==> config.mk <==
export PLATFORM = sky130hd
export DESIGN_NAME = regfile_write_arbiter_flat
export DESIGN_NICKNAME = d
export VERILOG_FILES = /design/src/rtl/regfile_write_arbiter_if.sv /design/src/rtl/regfile_write_arbiter.sv /design/src/flat_wrapper.sv
export SDC_FILE = /design/constraint.sdc
export NUM_CORES = 1
export LEC_CHECK = 0
export BUFFER_PORTS_ARGS = -buffer_cell sky130_fd_sc_hd__buf_2
export CAP_MARGIN = 5
export CELL_PAD_IN_SITES_DETAIL_PLACEMENT = 1
export CELL_PAD_IN_SITES_GLOBAL_PLACEMENT = 1
export CORE_MARGIN = 10
export CORE_UTILIZATION = 45
export DETAILED_ROUTE_END_ITERATION = 6
export HOLD_SLACK_MARGIN = 0.12
export PLACE_DENSITY = 0.88
export SYNTH_ARGS = -nofsm -noshare
export SYNTH_HDL_FRONTEND = slang
export SYNTH_SLANG_ARGS = --single-unit
==> constraint.sdc <==
create_clock -name clk -period 5.8 [get_ports clk]
set_input_delay 1.16 -clock clk [delete_from_list [all_inputs] [get_ports clk]]
set_output_delay 1.16 -clock clk [all_outputs]
set_load 0.05 [all_outputs]
==> src/rtl/regfile_write_arbiter_if.sv <==
// Write-port bundle of the register-file write arbiter: both writeback
// request channels and the registered write-port / statistics outputs.
interface regfile_write_arbiter_if #(
   parameter int DATA_WIDTH = 64,
   parameter int ADDR_WIDTH = 5,
   parameter int CNT_WIDTH  = 8
);
   logic                  req0_valid;
   logic                  req0_ready;
   logic [ADDR_WIDTH-1:0] req0_addr;
   logic [DATA_WIDTH-1:0] req0_data;
   logic                  req1_valid;
   logic                  req1_ready;
   logic [ADDR_WIDTH-1:0] req1_addr;
   logic [DATA_WIDTH-1:0] req1_data;
   logic                  wr_en;
   logic [ADDR_WIDTH-1:0] wr_addr;
   logic [DATA_WIDTH-1:0] wr_data;
   logic                  last_grant;
   logic [CNT_WIDTH-1:0]  write_count;
   logic [CNT_WIDTH-1:0]  drop_count;

   // Writeback sources side (drives requests, observes the write port)
   modport master (
      output req0_valid, req0_addr, req0_data,
      output req1_valid, req1_addr, req1_data,
      input  req0_ready, req1_ready,
      input  wr_en, wr_addr, wr_data, last_grant, write_count, drop_count
   );

   // Arbiter side
   modport slave (
      input  req0_valid, req0_addr, req0_data,
      input  req1_valid, req1_addr, req1_data,
      output req0_ready, req1_ready,
      output wr_en, wr_addr, wr_data, last_grant, write_count, drop_count
   );
endinterface

==> src/rtl/regfile_write_arbiter.sv <==
// Register-file write arbiter: two one-entry holding buffers (ALU and load
// writeback) drained round-robin into a registered single write port.
// Writes aimed at the zero register are accepted, discarded and counted.
module regfile_write_arbiter #(
   parameter int DATA_WIDTH = 64,
   parameter int ADDR_WIDTH = 5,
   parameter int ZERO_REG   = 31,
   parameter int CNT_WIDTH  = 8
) (
   input logic                   clk,
   input logic                   reset,
   regfile_write_arbiter_if.slave bus
);
   localparam logic [ADDR_WIDTH-1:0] ZERO_ADDR = ADDR_WIDTH'(ZERO_REG);
   localparam logic [CNT_WIDTH-1:0]  CNT_MAX   = '1;

   // Per-source views of the request channels so both buffers share one body
   logic [1:0]            req_valid;
   logic [ADDR_WIDTH-1:0] req_addr [2];
   logic [DATA_WIDTH-1:0] req_data [2];

   // Holding buffers
   logic [1:0]            buf_full_q;
   logic [ADDR_WIDTH-1:0] buf_addr_q [2];
   logic [DATA_WIDTH-1:0] buf_data_q [2];

   logic [1:0]            accept;
   logic [1:0]            drop;
   logic                  grant_vld;
   logic                  grant_src;

   // Registered write port and statistics
   logic                  wr_en_q;
   logic [ADDR_WIDTH-1:0] wr_addr_q;
   logic [DATA_WIDTH-1:0] wr_data_q;
   logic                  last_grant_q;
   logic [CNT_WIDTH-1:0]  write_count_q;
   logic [CNT_WIDTH-1:0]  write_count_d;
   logic [CNT_WIDTH-1:0]  drop_count_q;
   logic [CNT_WIDTH-1:0]  drop_count_d;
   logic [1:0]            drop_inc;
   logic [CNT_WIDTH:0]    drop_sum;

   assign req_valid   = {bus.req1_valid, bus.req0_valid};
   assign req_addr[0] = bus.req0_addr;
   assign req_addr[1] = bus.req1_addr;
   assign req_data[0] = bus.req0_data;
   assign req_data[1] = bus.req1_data;

   // Ready comes straight from buffer occupancy: no path from valid or grant
   assign bus.req0_ready = ~buf_full_q[0];
   assign bus.req1_ready = ~buf_full_q[1];

   // Round-robin choice on the buffer state present at this edge
   always_comb begin
      grant_vld = |buf_full_q;
      grant_src = 1'b0;
      if (&buf_full_q) begin
         grant_src = ~last_grant_q;
      end else if (buf_full_q[1]) begin
         grant_src = 1'b1;
      end
   end

   genvar gi;
   generate
      for (gi = 0; gi < 2; gi++) begin : g_buf
         assign accept[gi] = req_valid[gi] & ~buf_full_q[gi];
         assign drop[gi]   = accept[gi] & (req_addr[gi] == ZERO_ADDR);

         // Buffer fill on a non-zero-register accept, drain on grant. An empty
         // buffer cannot be granted and a full one cannot accept, so the two
         // never collide on the same edge.
         always_ff @(posedge clk) begin
            if (reset) begin
               buf_full_q[gi] <= 1'b0;
               buf_addr_q[gi] <= '0;
               buf_data_q[gi] <= '0;
            end else if (accept[gi] && !drop[gi]) begin
               buf_full_q[gi] <= 1'b1;
               buf_addr_q[gi] <= req_addr[gi];
               buf_data_q[gi] <= req_data[gi];
            end else if (grant_vld && (grant_src == 1'(gi))) begin
               buf_full_q[gi] <= 1'b0;
            end
         end
      end
   endgenerate

   // Saturating counter updates; both sources may drop in the same cycle
   always_comb begin
      drop_inc = {1'b0, drop[0]} + {1'b0, drop[1]};
      drop_sum = {1'b0, drop_count_q} + (CNT_WIDTH + 1)'(drop_inc);
      drop_count_d = drop_sum[CNT_WIDTH] ? CNT_MAX : drop_sum[CNT_WIDTH-1:0];
      write_count_d = write_count_q;
      if (grant_vld && (write_count_q != CNT_MAX)) begin
         write_count_d = write_count_q + CNT_WIDTH'(1);
      end
   end

   // Write port, grant history and statistics registers
   always_ff @(posedge clk) begin
      if (reset) begin
         wr_en_q       <= 1'b0;
         wr_addr_q     <= '0;
         wr_data_q     <= '0;
         last_grant_q  <= 1'b1;
         write_count_q <= '0;
         drop_count_q  <= '0;
      end else begin
         wr_en_q       <= grant_vld;
         drop_count_q  <= drop_count_d;
         write_count_q <= write_count_d;
         if (grant_vld) begin
            wr_addr_q    <= buf_addr_q[grant_src];
            wr_data_q    <= buf_data_q[grant_src];
            last_grant_q <= grant_src;
         end
      end
   end

   assign bus.wr_en       = wr_en_q;
   assign bus.wr_addr     = wr_addr_q;
   assign bus.wr_data     = wr_data_q;
   assign bus.last_grant  = last_grant_q;
   assign bus.write_count = write_count_q;
   assign bus.drop_count  = drop_count_q;
endmodule

==> src/flat_wrapper.sv <==
// flat-port wrapper written by rule: the top's interface ports become plain ports
module regfile_write_arbiter_flat 
#(
   parameter int DATA_WIDTH = 64,
   parameter int ADDR_WIDTH = 5,
   parameter int ZERO_REG   = 31,
   parameter int CNT_WIDTH  = 8
)
  (clk, reset, bus_req0_valid, bus_req0_addr, bus_req0_data, bus_req1_valid, bus_req1_addr, bus_req1_data, bus_req0_ready, bus_req1_ready, bus_wr_en, bus_wr_addr, bus_wr_data, bus_last_grant, bus_write_count, bus_drop_count);
  regfile_write_arbiter_if #(.DATA_WIDTH(DATA_WIDTH), .ADDR_WIDTH(ADDR_WIDTH), .CNT_WIDTH(CNT_WIDTH)) bus_i ();
  input logic clk;
  input logic reset;
  input wire logic [$bits(bus_i.req0_valid)-1:0] bus_req0_valid;
  input wire logic [$bits(bus_i.req0_addr)-1:0] bus_req0_addr;
  input wire logic [$bits(bus_i.req0_data)-1:0] bus_req0_data;
  input wire logic [$bits(bus_i.req1_valid)-1:0] bus_req1_valid;
  input wire logic [$bits(bus_i.req1_addr)-1:0] bus_req1_addr;
  input wire logic [$bits(bus_i.req1_data)-1:0] bus_req1_data;
  output wire logic [$bits(bus_i.req0_ready)-1:0] bus_req0_ready;
  output wire logic [$bits(bus_i.req1_ready)-1:0] bus_req1_ready;
  output wire logic [$bits(bus_i.wr_en)-1:0] bus_wr_en;
  output wire logic [$bits(bus_i.wr_addr)-1:0] bus_wr_addr;
  output wire logic [$bits(bus_i.wr_data)-1:0] bus_wr_data;
  output wire logic [$bits(bus_i.last_grant)-1:0] bus_last_grant;
  output wire logic [$bits(bus_i.write_count)-1:0] bus_write_count;
  output wire logic [$bits(bus_i.drop_count)-1:0] bus_drop_count;
  assign bus_i.req0_valid = bus_req0_valid;
  assign bus_i.req0_addr = bus_req0_addr;
  assign bus_i.req0_data = bus_req0_data;
  assign bus_i.req1_valid = bus_req1_valid;
  assign bus_i.req1_addr = bus_req1_addr;
  assign bus_i.req1_data = bus_req1_data;
  assign bus_req0_ready = bus_i.req0_ready;
  assign bus_req1_ready = bus_i.req1_ready;
  assign bus_wr_en = bus_i.wr_en;
  assign bus_wr_addr = bus_i.wr_addr;
  assign bus_wr_data = bus_i.wr_data;
  assign bus_last_grant = bus_i.last_grant;
  assign bus_write_count = bus_i.write_count;
  assign bus_drop_count = bus_i.drop_count;
  regfile_write_arbiter #(.DATA_WIDTH(DATA_WIDTH), .ADDR_WIDTH(ADDR_WIDTH), .ZERO_REG(ZERO_REG), .CNT_WIDTH(CNT_WIDTH)) u_core (.clk(clk), .reset(reset), .bus(bus_i));
endmodule
==> impl_metrics.tcl <==
set metrics [dict create \
    io-pin-count 231 \
    setup_slack_ns 2.83 \
    power.leakage_nw 4.55 \
    synth_flop_cell "edfxtp_1" \
    final_cell_count_no_fill 1219 \
    max_freq_mhz 336 \
    vias 6579 \
    syn_avg_cell_area_sq_um 12.3 \
    row_count 51 \
    synthArstFlopShare_pct 0 \
    cts-root-buf "clkbuf_16" \
    clk_pin_slew_ns 0.06 \
    drt-wirelength-per-cell_um 21.4 \
    ys.warnings.count 0 \
    r2r-end "u_core.bus.drop_count[0]" \
    dp_hpwl_um 16900 \
    ys_seq_elements 227 \
    required_ns 6.16 \
    area_growth_pct 23.3 \
    cts_made_buffers 24 \
    via_per_inst 5.40 \
    fillCellCount 2106 \
    initial_core_util_pct 45.9 \
    relSlewSlack_pct 24.7 \
    arrival_ns 3.33 \
    syn_inst 730 \
    routabilityCongestion 0.772 \
    dr.pass1.iters 4 \
    ys_seq_area_share_pct 66.1 \
    whs_path_depth 2 \
    register_area_sq_um 5930 \
    drt_iter0_drc 303 \
    finalWirelength_um 26100 \
    min_path_type "flop to flop" \
    chipWidth_um 161 \
    whs_ns 0.502 \
    power.total_mw 3.96 \
    post-place-ws_ns 2.26 \
    drive_gt1_share_pct 29.8 \
    min_period_over_period_pct 51.3 \
    skew_ns 0.0168 \
    port_buffers 230 \
    cts_sinks 227 \
    p_per_area_nw_per_um2 358 \
    fin_util_pct 56.6 \
    slew_violations 0 \
    die-area_sq_um 26000 \
    ant_nets 0 \
    postCtsSetupBuffers 0 \
    syn_nets 875 \
    clkLatencyLatePin_ns 0.51 \
    finalHoldViolCount 0 \
    vdd_drop_max_uv 196 \
    startpoint_type "input port" \
    rsz0062_at_grt "no" \
    tightest_slew_ns 1.13 \
    cap_violations 0 \
    status "complete, no violations" \
    hold_buffers 0 \
    multiInputGateArea_sq_um 2750 \
    critical_path.endpoint_type "flop" \
    cts_tree "built" \
    placed_area_sq_um 10200 \
    synth_cell_types 47 \
    min_to "u_core.bus.wr_data[15]" \
    die_h_um 161 \
    finalSetupViolCount 0 \
    regToRegStartpoint "u_core.buf_full_q[0]" \
    r2r_slack_ns 3.30 \
    fin_nets 1080 \
    antenna_found_initial 1 \
    fin_setup_tns_ns 0 \
    coreArea_sq_um 19500 \
    period_minus_slack_ns 2.97 \
    cts_max_path_buffers 3 \
    critical_path_class "input port to flop" \
    drc 0 \
    fin_area_sq_um 11100 \
    worstHoldStart "u_core.bus.wr_data[15]" \
    grt_max_degree 98 \
    numPlacedInstances 1174 \
    crit_fanout 97 \
    grt_pass1_wl_um 40400 \
    grtUsageTotal_pct 19.2 \
    htree_levels 1 \
    reg2reg_depth 8 \
    grt_pass1_vias 7217 \
    synth-edff-count 138 \
    post_cts_resized 0 \
    netlist_area_sq_um 8970 \
    gr-total-overflow 0 \
]
==> worst max-delay path: stages <==
cell and delay [ns]:
buf_4 0.40, a211oi_4 1.01, buf_4 0.47, and2_1 0.22
==> state kept, by name (all words and copies together) (netlist names) <==
name and cells:
u_core.buf_data_q 128, u_core.bus.wr_data 64, u_core.buf_addr_q 10, u_core.bus.drop_count 8, u_core.bus.write_count 8, u_core.bus.wr_addr 5, u_core.buf_full_q 2, u_core.bus.last_grant 1
u_core.bus.wr_en 1
==> where the power goes <==
group	switching, mW	total [mW]	internal (mW)
registers	0.0525	1.89	1.84
logic	0.344	0.478	0.134
clock network	0.619	1.59	0.967
total	1.02	3.96	2.94
==> layout by cell type, fill, tap and decap left out, types with 3 or more instances in the layout <==
| cell type | netlist | final |
|---|---|---|
| nand2b_1 | 4 | 4 |
| clkbuf_1 | 24 | 5 |
| nand3_1 | 64 | 64 |
| clkbuf_16 | 0 | 27 |
| or2_4 | 0 | 3 |
| nand4_1 | 3 | 3 |
| buf_4 | 3 | 6 |
| and3_1 | 4 | 4 |
| a311oi_1 | 8 | 8 |
| and4_1 | 4 | 4 |
| and2_1 | 138 | 138 |
| a22oi_1 | 61 | 61 |
| a21oi_1 | 74 | 74 |
| buf_2 | 18 | 229 |
| dfxtp_1 | 89 | 89 |
| nor2_1 | 15 | 15 |
| nor3_1 | 5 | 5 |
| nand2_1 | 19 | 19 |
| o21ai_0 | 4 | 4 |
| clkbuf_8 | 0 | 3 |
| edfxtp_1 | 138 | 138 |
| inv_1 | 6 | 6 |
| clkinv_1 | 0 | 4 |
==> routing by layer <==
metal	GRT usage [%]	routed length, um
met1	21.9	10200
met5	0	0
met3	4.83	1840
met2	34.8	13400
met4	5.42	634
==> Yosys cell counts, drive strengths merged (2+ instances only) <==
cell | count | area, sq um
nor2b | 2 | 12.5
inv | 6 | 22.5
a31oi | 2 | 12.5
a211oi | 4 | 47.5
nand3 | 64 | 320
buf | 27 | 180
or2 | 3 | 18.8
dfxtp | 89 | 1780
xnor2 | 2 | 17.5
o2111a | 2 | 22.5
nor2 | 16 | 62.6
and2 | 138 | 863
a311oi | 8 | 70.1
edfxtp | 138 | 4140
a21oi | 74 | 370
ha | 2 | 25.0
o21ai | 4 | 20.0
nand2b | 6 | 52.6
a41o | 2 | 20.0
or3 | 2 | 12.5
nor3 | 5 | 25.0
nand2 | 19 | 71.3
mux2 | 2 | 22.5
and4 | 4 | 35.0
clkbuf | 29 | 115
o21ba | 2 | 20.0
nand4 | 3 | 18.8
and3 | 4 | 25.0
a22oi | 61 | 458
==> cell families (layout without fill, tap and decap cells) <==
group | after synthesis | after routing | share of synthesized area (%)
AO/OA/AOI/OAI | 163 | 163 | 12.1
buffers and inverters | 62 | 285 | 3.54
flip-flops | 227 | 227 | 66.1
other | 0 | 1 | 0
AND/OR/NAND/NOR | 269 | 269 | 17.2
XOR/XNOR | 3 | 3 | 0.293
multiplexers | 3 | 3 | 0.363
adder cells (fa/ha/maj) | 3 | 3 | 0.502
==> how the worst max path moves through the flow <==
stage | start | to | depth (start not counted)
final | reset | u_core.buf_data_q[1][51] | 4
after global routing | reset | u_core.buf_data_q[1][51] | 4
after CTS | reset | u_core.buf_data_q[1][51] | 4
after detailed placement | reset | u_core.buf_data_q[1][51] | 4
after global placement | reset | u_core.buf_data_q[0][23] | 2
after floorplan | bus_req0_addr[4] | u_core.bus.drop_count[0] | 8
==> final cells by class <==
type                       count  area share, %
antenna                        1         0.0226
sequential                   227           53.6
multi-input combinational    441           24.9
tap                          265           3.00
clock inverter                 9          0.837
timing repair buffer         235           10.8
clock buffer                  35           6.65
inverter                       6          0.204
Power figures use the tool's default switching activity.
